### src/rtl/rpds_array.sv
// Per-drive RPDS status state for NDRV drives behind one massbus interface.
// Latency: ds and as are combinational from state; atnIRQ lags as by one clock.
// Backpressure: none; all strobes are single-cycle and always accepted.
module rpds_array #(
    parameter int NDRV = 8,
    parameter int SELW = 3,
    parameter int DBNC = 16,
    parameter int DBW  = 5
) (
    input  logic            clk,
    input  logic            rst,
    input  logic            clr,
    input  logic [SELW-1:0] sel,
    input  logic [NDRV-1:0] cd,
    input  logic [NDRV-1:0] wp,
    input  logic [NDRV-1:0] dpr,
    input  logic [NDRV-1:0] pip,
    input  logic [NDRV-1:0] dry,
    input  logic [NDRV-1:0] err,
    input  logic [NDRV-1:0] go,
    input  logic [NDRV-1:0] setATA,
    input  logic [NDRV-1:0] setLST,
    input  logic [NDRV-1:0] daWRITE,
    input  logic [NDRV-1:0] drvclr,
    input  logic [NDRV-1:0] preset,
    input  logic [NDRV-1:0] pakack,
    input  logic            asWRITE,
    input  logic [NDRV-1:0] asDATA,
    output logic [15:0]     ds,
    output logic [NDRV-1:0] as,
    output logic            atnIRQ
);

    // Card-detect synchronizer; sync2_q is the usable, metastability-safe copy.
    logic [NDRV-1:0] sync1_q, sync2_q;

    // Debounce state and the debounced media-on-line level.
    logic [DBW-1:0]  cnt_q [NDRV];
    logic [DBW-1:0]  cnt_d [NDRV];
    logic [NDRV-1:0] mol_q, mol_d;
    logic [NDRV-1:0] lastmol_q;

    // Drive status bits.
    logic [NDRV-1:0] ata_q, ata_d;
    logic [NDRV-1:0] lst_q, lst_d;
    logic [NDRV-1:0] vv_q, vv_d;
    logic            atn_q;

    // A change of mol in either direction is a one-cycle event.
    logic [NDRV-1:0] mol_evt;
    logic [NDRV-1:0] ata_set;

    assign mol_evt = mol_q ^ lastmol_q;
    assign ata_set = setATA | mol_evt | (go & err);

    // Debounce: mol only follows s after it has differed for DBNC consecutive clocks.
    always_comb begin
        mol_d = mol_q;
        cnt_d = cnt_q;
        for (int i = 0; i < NDRV; i++) begin
            if (sync2_q[i] == mol_q[i]) begin
                cnt_d[i] = '0;
            end else if (cnt_q[i] == DBW'(DBNC - 1)) begin
                mol_d[i] = sync2_q[i];
                cnt_d[i] = '0;
            end else begin
                cnt_d[i] = cnt_q[i] + 1'b1;
            end
        end
    end

    // Status bit next-state; a set of ATA beats a same-cycle RPAS clear so no event is lost.
    always_comb begin
        ata_d = ata_q;
        lst_d = lst_q;
        vv_d  = vv_q;
        for (int i = 0; i < NDRV; i++) begin
            if (clr || drvclr[i]) begin
                ata_d[i] = 1'b0;
            end else if (ata_set[i]) begin
                ata_d[i] = 1'b1;
            end else if (asWRITE && asDATA[i]) begin
                ata_d[i] = 1'b0;
            end

            if (clr || daWRITE[i]) begin
                lst_d[i] = 1'b0;
            end else if (setLST[i]) begin
                lst_d[i] = 1'b1;
            end

            // Pack going on or off line both invalidate the volume; clr leaves VV alone.
            if (mol_evt[i]) begin
                vv_d[i] = 1'b0;
            end else if ((preset[i] || pakack[i]) && !err[i]) begin
                vv_d[i] = 1'b1;
            end
        end
    end

    // State registers, asynchronously cleared.
    always_ff @(posedge clk or posedge rst) begin
        if (rst) begin
            sync1_q   <= '0;
            sync2_q   <= '0;
            mol_q     <= '0;
            lastmol_q <= '0;
            ata_q     <= '0;
            lst_q     <= '0;
            vv_q      <= '0;
            atn_q     <= 1'b0;
            for (int i = 0; i < NDRV; i++) begin
                cnt_q[i] <= '0;
            end
        end else begin
            sync1_q   <= cd;
            sync2_q   <= sync1_q;
            mol_q     <= mol_d;
            lastmol_q <= mol_q;
            ata_q     <= ata_d;
            lst_q     <= lst_d;
            vv_q      <= vv_d;
            atn_q     <= |ata_q;
            for (int i = 0; i < NDRV; i++) begin
                cnt_q[i] <= cnt_d[i];
            end
        end
    end

    // RPDS word of the selected drive; selects with no drive behind them read zero.
    always_comb begin
        ds = 16'h0000;
        for (int i = 0; i < NDRV; i++) begin
            if (sel == SELW'(i)) begin
                ds = {ata_q[i], err[i], pip[i], mol_q[i], wp[i], lst_q[i], 1'b0,
                      dpr[i], dry[i], vv_q[i], 6'b000000};
            end
        end
    end

    assign as     = ata_q;
    assign atnIRQ = atn_q;

endmodule

### config.mk
export PLATFORM = sky130hd
export DESIGN_NAME = rpds_array
export DESIGN_NICKNAME = d
export VERILOG_FILES = /design/src/rtl/rpds_array.sv
export SDC_FILE = /design/constraint.sdc
export NUM_CORES = 1
export LEC_CHECK = 0
export CORE_ASPECT_RATIO = 1.1
export CORE_UTILIZATION = 30
export DETAILED_ROUTE_END_ITERATION = 8
export SLEW_MARGIN = 40
export SYNTH_ARGS = -nofsm -noshare
export SYNTH_HDL_FRONTEND = slang
export SYNTH_SLANG_ARGS = --single-unit
### constraint.sdc
create_clock -name clk -period 3.7 [get_ports clk]
set_clock_uncertainty 0.2 [all_clocks]
set_input_delay 0.74 -clock clk [delete_from_list [all_inputs] [get_ports clk]]
set_output_delay 0.74 -clock clk [all_outputs]
set_load 0.05 [all_outputs]
Word-level counts from Yosys, hierarchy flattened --
Cells that the tools add are included.
Operators by class: add/subtract/negate cells 8, equal/unequal tests 23, muxes and demuxes 80, bitwise logic cells 12, reduce and logical (&&, ||, !) cells 82
Operator list (number):
- two-way mux 16 bit | 8
- two-way mux 5 bit | 16
- two-way mux 1 bit | 56
- adder 5 x 1 -> 5 bit (second input constant) | 8
- == test 5 x 4 -> 1 bit (second input constant) | 8
- nonzero test 2 bit | 16
- logical OR 1 bit | 24
- nonzero test 3 bit | 8
- logical AND 1 bit | 16
- OR 8 bit | 2
- AND reduction 2 bit | 8
- == test 3 bit (second input constant) | 4
- bitwise AND 8 bit | 1
- == test 1 bit | 8
- zero test 1 bit | 8
- inverter 1 bit | 8
- OR reduction 8 bit | 1
- bitwise XOR 8 bit | 1
- == test 3 x 2 -> 1 bit (second input constant) | 2
- == test 3 x 1 -> 1 bit (second input constant) | 1
- zero test 3 bit | 1
Word-level totals: register bits 97, input port bits 119, output and inout port bits 25, logic and storage cells 249

Longest topological paths before layout --
Gate-level depths: netlist of the first run.
depth in word-level cells 9, depth in mapped cells 4, mapped depth without buffers 4

Least setup slack after synthesis of the first run --
Ideal clock, no wire load.
kind input port to output port, start in sel[2], end out ds[15], arrival time 1.918 ns, data required time 2.760 ns, setup slack 0.842 ns, stages 4, buffers on the path 2, cells stage by stage buf_2 -> clkbuf_1 -> mux4_1 -> mux2_2
On the way: longest elaborated chain between the ends 9, elaborated cells on any way between the ends 16, classes of those cells 7 x eq/ne; 8 x mux; 1 x reduce/logical
RTL lines:
- start, declared | RTL line 13 | input logic [SELW-1:0] sel,
- zero test 3 bit | RTL line 134 | if (sel == SELW'(i)) begin
- two-way mux 16 bit (7 in series) | RTL line 134
- two-way mux 16 bit (*) | RTL line 134
- end, declared | RTL line 29 | output logic [15:0] ds,
Every way passes the cells marked *; elsewhere a longest branch is shown, timed or not.

Worst setup path in the final report of the first run --
start in sel[1], end out ds[12]
Same word-level chain as after synthesis.

==> flow_summary.json, run 1 <==
{
  "status": "finished clean",
  "dpl_worst_slack_ns": 0.2290,
  "gr-total-overflow": 0,
  "switchingPower_mw": 0.5895,
  "cts_buffers": 9,
  "crit_family": "buffers and inverters",
  "avgSynthCellArea_sq_um": 12.97,
  "fin_ws_ns": 0.2546,
  "async_reset_ff_frac": 1.000,
  "cts_resized": 0,
  "clock-root-buffer": "clkbuf_16",
  "ant_nets": 0,
  "area.growth.synth_to_final_pct": 44.11,
  "antenna_found_initial": 0,
  "clk_latency_ns": 0.34,
  "fill_cells": 1308,
  "vdd.ir_drop.worst_mv": 0.2305,
  "crit_fanout": 18,
  "clock_sinks": 97,
  "hold_path.class": "reg -> reg",
  "slowest_stage": "mux4_1",
  "num_rows": 45,
  "dpl.cell_count": 654,
  "seqPwrFrac": 0.441,
  "final_util": 0.4477,
  "netlist-cell-type-count": 25,
  "ys_warn_count": 0,
  "dr.pass1.iters": 4,
  "setup_viol": 0,
  "nNetsFinal": 604,
  "core_area_sq_um": 13910,
  "hold_viol_final": 0,
  "yosysSeqAreaShare": 0.5618,
  "tightest_slew_ns": 0.8869,
  "setup_tns_ns": 0,
  "synth_cells": 333,
  "final_cells": 670,
  "path_clk_slew_ns": 0.06,
  "die_h_um": 127.9,
  "synthesis.area_sq_um": 4320,
  "slew_headroom": 0.4069,
  "synth_edf_count": 0,
  "cts_buffer_depth": 2,
  "grt_pass1_wl_um": 16460,
  "yosys.area.top_type_share": 0.5618,
  "min_period_ns": 3.445,
  "hold_buffers": 0,
  "totalPowerFinal_mw": 2.566,
  "dieArea_sq_um": 14890,
  "power_leakage_nw": 2.823,
  "via_per_inst": 4.699,
  "cp-start-kind": "input port",
  "routed-via-count": 3148,
  "switching_share": 0.2297,
  "postCtsSetupBuffers": 0,
  "synth_area_leaders": "dfrtp_1, mux4_1, xor2_1, nor2_1, mux2_2",
  "power_frac_clock": 0.411,
  "fmax_ghz": 0.2902,
  "cts_tree": "done",
  "synth-main-ff-cell": "dfrtp_1",
  "p_comb_frac": 0.148,
  "io-pin-count": 144,
  "io_buffer_count": 136,
  "crit_type": "in -> out",
  "initial_core_util": 0.3107,
  "grt.total_usage": 0.1516,
  "grt_pass1_vias": 3316,
  "powerDensity_nw_per_um2": 412.2,
  "multi_input_area_sq_um": 1785,
  "ys_ff_latch": 97,
  "drt_iter0_markers": 110,
  "dp_hpwl_um": 8607,
  "top_layer": "met4",
  "cap_viol_max_count": 0,
  "cp.required_ns": 2.76,
  "drc": 0,
  "maxSlewViolCount": 0,
  "n_antenna_cell": 0,
  "drive_gt1_frac": 0.1017,
  "yosys.area.top_type": "dfrtp_1",
  "wl_met2_um": 5268,
  "seq_area_sq_um": 2427,
  "end_kind": "primary output",
  "m1WireLength_um": 4675,
  "gp_congestion": 0.7038,
  "cp_cell_sequence": "clkdlybuf4s50_1 -> buf_12 -> mux4_1 -> mux2_2 -> buf_4",
  "grt_max_degree": 60,
  "grt_setup_unrepaired": "false",
  "wl_met3_um": 833,
  "worst-path-buf-inv": 3,
  "min_period_over_period": 0.9312,
  "internal-power_mw": 1.977,
  "arrival_ns": 2.51,
  "wl_um": 11020,
  "die_w_um": 116.4,
  "slowest_delay_ns": 0.56,
  "wire_per_inst_um": 16.44,
  "h-tree-depth": 3
}
[through the flow]
stage                     instance area [sq um]  hold WS [ns]
after floorplan                            4343        0.1312
after global placement                     5882        0.1329
after detailed placement                   5882        0.1364
after CTS                                  6226        0.1500
after global routing                       6226        0.1549
final                                      6226        0.1495
[Yosys cell counts, types with 2 or more instances]
cell type,count
a211oi_1,8
a221oi_1,8
and2_1,11
and3_1,8
buf_4,7
clkbuf_1,4
dfrtp_1,97
ha_1,8
inv_1,6
mux2_2,17
mux4_1,18
nand2_1,9
nand3_1,16
nor2_1,53
nor3_1,8
nor4_1,2
o21a_1,8
o21ai_0,8
xnor2_1,8
xor2_1,24
[path summary, 6_finish.rpt]
kind	startpoint	end	slack, ns	cells past startpoint
max in group asynchronous	rst	sync2_q[0]	2.05	3
hold / removal	sync1_q[3]	sync2_q[3]	0.15	0
setup / recovery	sel[1]	ds[12]	0.25	5
setup reg to reg	cnt_q[10]	mol_q[5]	2.21	4
hold reg to reg	sync1_q[3]	sync2_q[3]	0.15	0
min in group asynchronous	rst	sync1_q[5]	0.58	2
[cells in the final DEF (no fill, tap or decap), types with 9 or more instances in the layout]
cell type / netlist / routed
nand2_1: 9 / 9
nor2_1: 53 / 53
xor2_1: 24 / 24
clkdlybuf4s50_1: 0 / 127
and2_1: 11 / 11
buf_4: 7 / 13
mux2_2: 17 / 17
nand3_1: 16 / 16
clkbuf_16: 0 / 9
dfrtp_1: 97 / 97
mux4_1: 18 / 18
[logic make-up (layout without fill, tap and decap cells)]
group | count (synthesis) | count (layout) | synth area share
AND/OR/NAND/NOR | 107 | 107 | 0.1121
flip-flops | 97 | 97 | 0.5618
multiplexers | 35 | 35 | 0.1538
AO/OA/AOI/OAI | 32 | 32 | 0.05329
XOR/XNOR | 32 | 32 | 0.06487
buffers and inverters | 21 | 164 | 0.03012
adder cells (fa/ha/maj) | 8 | 8 | 0.02317
other | 1 | 7 | 0.0008680
[power groups by stage]
stage	Combinational [mW]	Clock [mW]	Sequential, mW
2_1_floorplan	0.177	0	1.16
3_5_place_dp	0.383	0	1.15
5_1_grt	0.411	1.12	1.14
3_3_place_gp	0.377	0	1.15
6_report	0.379	1.05	1.13
4_1_cts	0.386	1.08	1.13
[state kept, by name (all words and copies together) (netlist names)]
name       count
mol_q          8
as             8
sync1_q        8
lastmol_q      8
sync2_q        8
cnt_q         40
lst_q          8
vv_q           8
atnIRQ         1
[cell type report]
class | instances | share of cell area
Timing Repair Buffer | 142 | 0.2263
Clock inverter | 6 | 0.01688
Multi-Input combinational cell | 221 | 0.2868
Sequential cell | 97 | 0.3899
Clock buffer | 10 | 0.03838
Tap cell | 188 | 0.03778
Inverter | 6 | 0.004019
[layer usage]
metal	up-vias	track usage
li1	1472	-
met1	1537	0.1780
met2	124	0.2624
met3	15	0.03357
met4	0	0.06712
met5	-	0
Power figures use the tool's default switching activity.
==> inputs of run 2 (changes only) <==
SKIP_LAST_GASP = 1   (was unset)
==> results of run 2 <==
No change in the layout: final DEF, timing and power equal those of run 1.
==> inputs of run 3 (changes only) <==
CORE_UTILIZATION = 46   (was 30)
PLACE_DENSITY = 0.8   (was unset)
==> flow_summary.json, run 3 (same netlist as run 1, synthesis figures left out) <==
{
  "status": "finished clean",
  "crit_fanout": 18,
  "placed_cell_area_sq_um": 5777,
  "fmax_ghz": 0.2872,
  "end_kind": "primary output",
  "gr-total-overflow": 0,
  "whs_ns": 0.1524,
  "cap_viol_max_count": 0,
  "wl_um": 10220,
  "drc": 0,
  "maxSlewViolCount": 0,
  "clk_latency_ns": 0.36,
  "postCtsSetupBuffers": 0,
  "wire_per_inst_um": 17.14,
  "io_buffer_count": 136,
  "min_period_ns": 3.482,
  "hold_path.class": "reg -> reg",
  "h-tree-depth": 3,
  "dp_hpwl_um": 7867,
  "via_per_inst": 5.289,
  "regMostFlops": "cnt_q",
  "arrival_ns": 2.54,
  "die_w_um": 94.41,
  "initial_core_util": 0.4796,
  "powerDensity_nw_per_um2": 358.8,
  "layout_common_cells": "clkdlybuf4s50_1, dfrtp_1, nor2_1, xor2_1, mux4_1",
  "tightest_slew_ns": 0.7554,
  "cts_buffer_depth": 2,
  "min_period_over_period": 0.9409,
  "totalPowerFinal_mw": 2.137,
  "io-pin-count": 144,
  "crit_family": "multiplexers",
  "cp_cell_sequence": "clkdlybuf4s50_1 -> buf_12 -> mux4_1 -> mux2_2 -> buf_4",
  "cts_resized": 0,
  "grt_max_degree": 48,
  "dr.pass1.iters": 4,
  "area.growth.synth_to_final_pct": 37.85,
  "power_leakage_nw": 2.731,
  "hold_buffers": 0,
  "routed-via-count": 3152,
  "ant_nets": 0,
  "cts_buffers": 9,
  "dieArea_sq_um": 9785,
  "layout_commonest_cell": "clkdlybuf4s50_1",
  "nNetsFinal": 604,
  "num_rows": 36,
  "slew_headroom": 0.4948,
  "grt_pass1_vias": 3353,
  "grt_pass1_wl_um": 16080,
  "n_antenna_cell": 0,
  "slowest_delay_ns": 0.63,
  "clock_sinks": 97,
  "clock-root-buffer": "clkbuf_8",
  "hold_viol_final": 0,
  "setup_viol": 0,
  "grt_setup_unrepaired": "false",
  "drive_gt1_frac": 0.1017,
  "crit_type": "in -> out",
  "vdd.ir_drop.worst_mv": 0.1697,
  "gp_congestion": 0.7316,
  "drt_iter0_markers": 177,
  "core_area_sq_um": 9009,
  "final_area_sq_um": 5956,
  "die_h_um": 103.6,
  "worst-path-buf-inv": 3,
  "setup_tns_ns": 0,
  "grt.total_usage": 0.2208,
  "antenna_found_initial": 0,
  "cp-start-kind": "input port",
  "path_clk_slew_ns": 0.09,
  "cp.required_ns": 2.76,
  "cts_tree": "done",
  "largest_reg_flops": 40,
  "slowest_stage": "mux4_1"
}
run 3: cell count changes in the layout (fill, tap and decap cells not counted), sizes merged:
cell / change
clkinv: -1
clkinvlp: +3
inv: +1
bufinv: -3
run 3: path summary, 6_finish.rpt:
kind	to	depth (start not counted)	from	slack, ns
min reg2reg	sync2_q[1]	0	sync1_q[1]	0.15
max reg2reg	mol_q[0]	4	cnt_q[35]	2.21
max in group asynchronous	mol_q[6]	3	rst	2.01
min in group asynchronous	cnt_q[12]	2	rst	0.60
min	sync2_q[1]	0	sync1_q[1]	0.15
max	ds[14]	5	sel[1]	0.22
run 3: layout make-up:
| class | instances | area (sq um) |
|---|---|---|
| clock buffers | 10 | 137.6 |
| clock inverters | 6 | 41.29 |
| fillers | 686 | 3053 |
| inverters | 6 | 25.02 |
| multi-input cells | 221 | 1785 |
| flip-flops and latches | 97 | 2427 |
| well taps | 114 | 142.6 |
| repair buffers | 142 | 1396 |
run 3: power breakdown:
part / switching [mW] / leakage, nW / internal, mW
clock: 0.368 / 0.0847 / 0.263
combinational: 0.177 / 1.40 / 0.199
sequential: 0.0303 / 1.24 / 1.10
run 3: metrics by stage:
step           setup WS (ns)  instances    util
2_1_floorplan         0.2263        339       -
3_3_place_gp          0.2359        580  0.6413
3_5_place_dp          0.2192        580  0.6413
4_1_cts               0.2162        596  0.6611
5_1_grt               0.1923        596  0.6611
6_report              0.2185        596  0.6611
run 3: per-layer routing:
| metal | share of wire | wire, um | vias to the layer above | GRT usage |
|---|---|---|---|---|
| met2 | 0.50 | 5083 | 135 | 0.3872 |
| met5 | 0 | 0 | - | 0 |
| li1 | - | - | 1466 | - |
| met3 | 0.089 | 907 | 11 | 0.04258 |
| met4 | 0.015 | 155 | 0 | 0.08352 |
| met1 | 0.40 | 4072 | 1540 | 0.2636 |
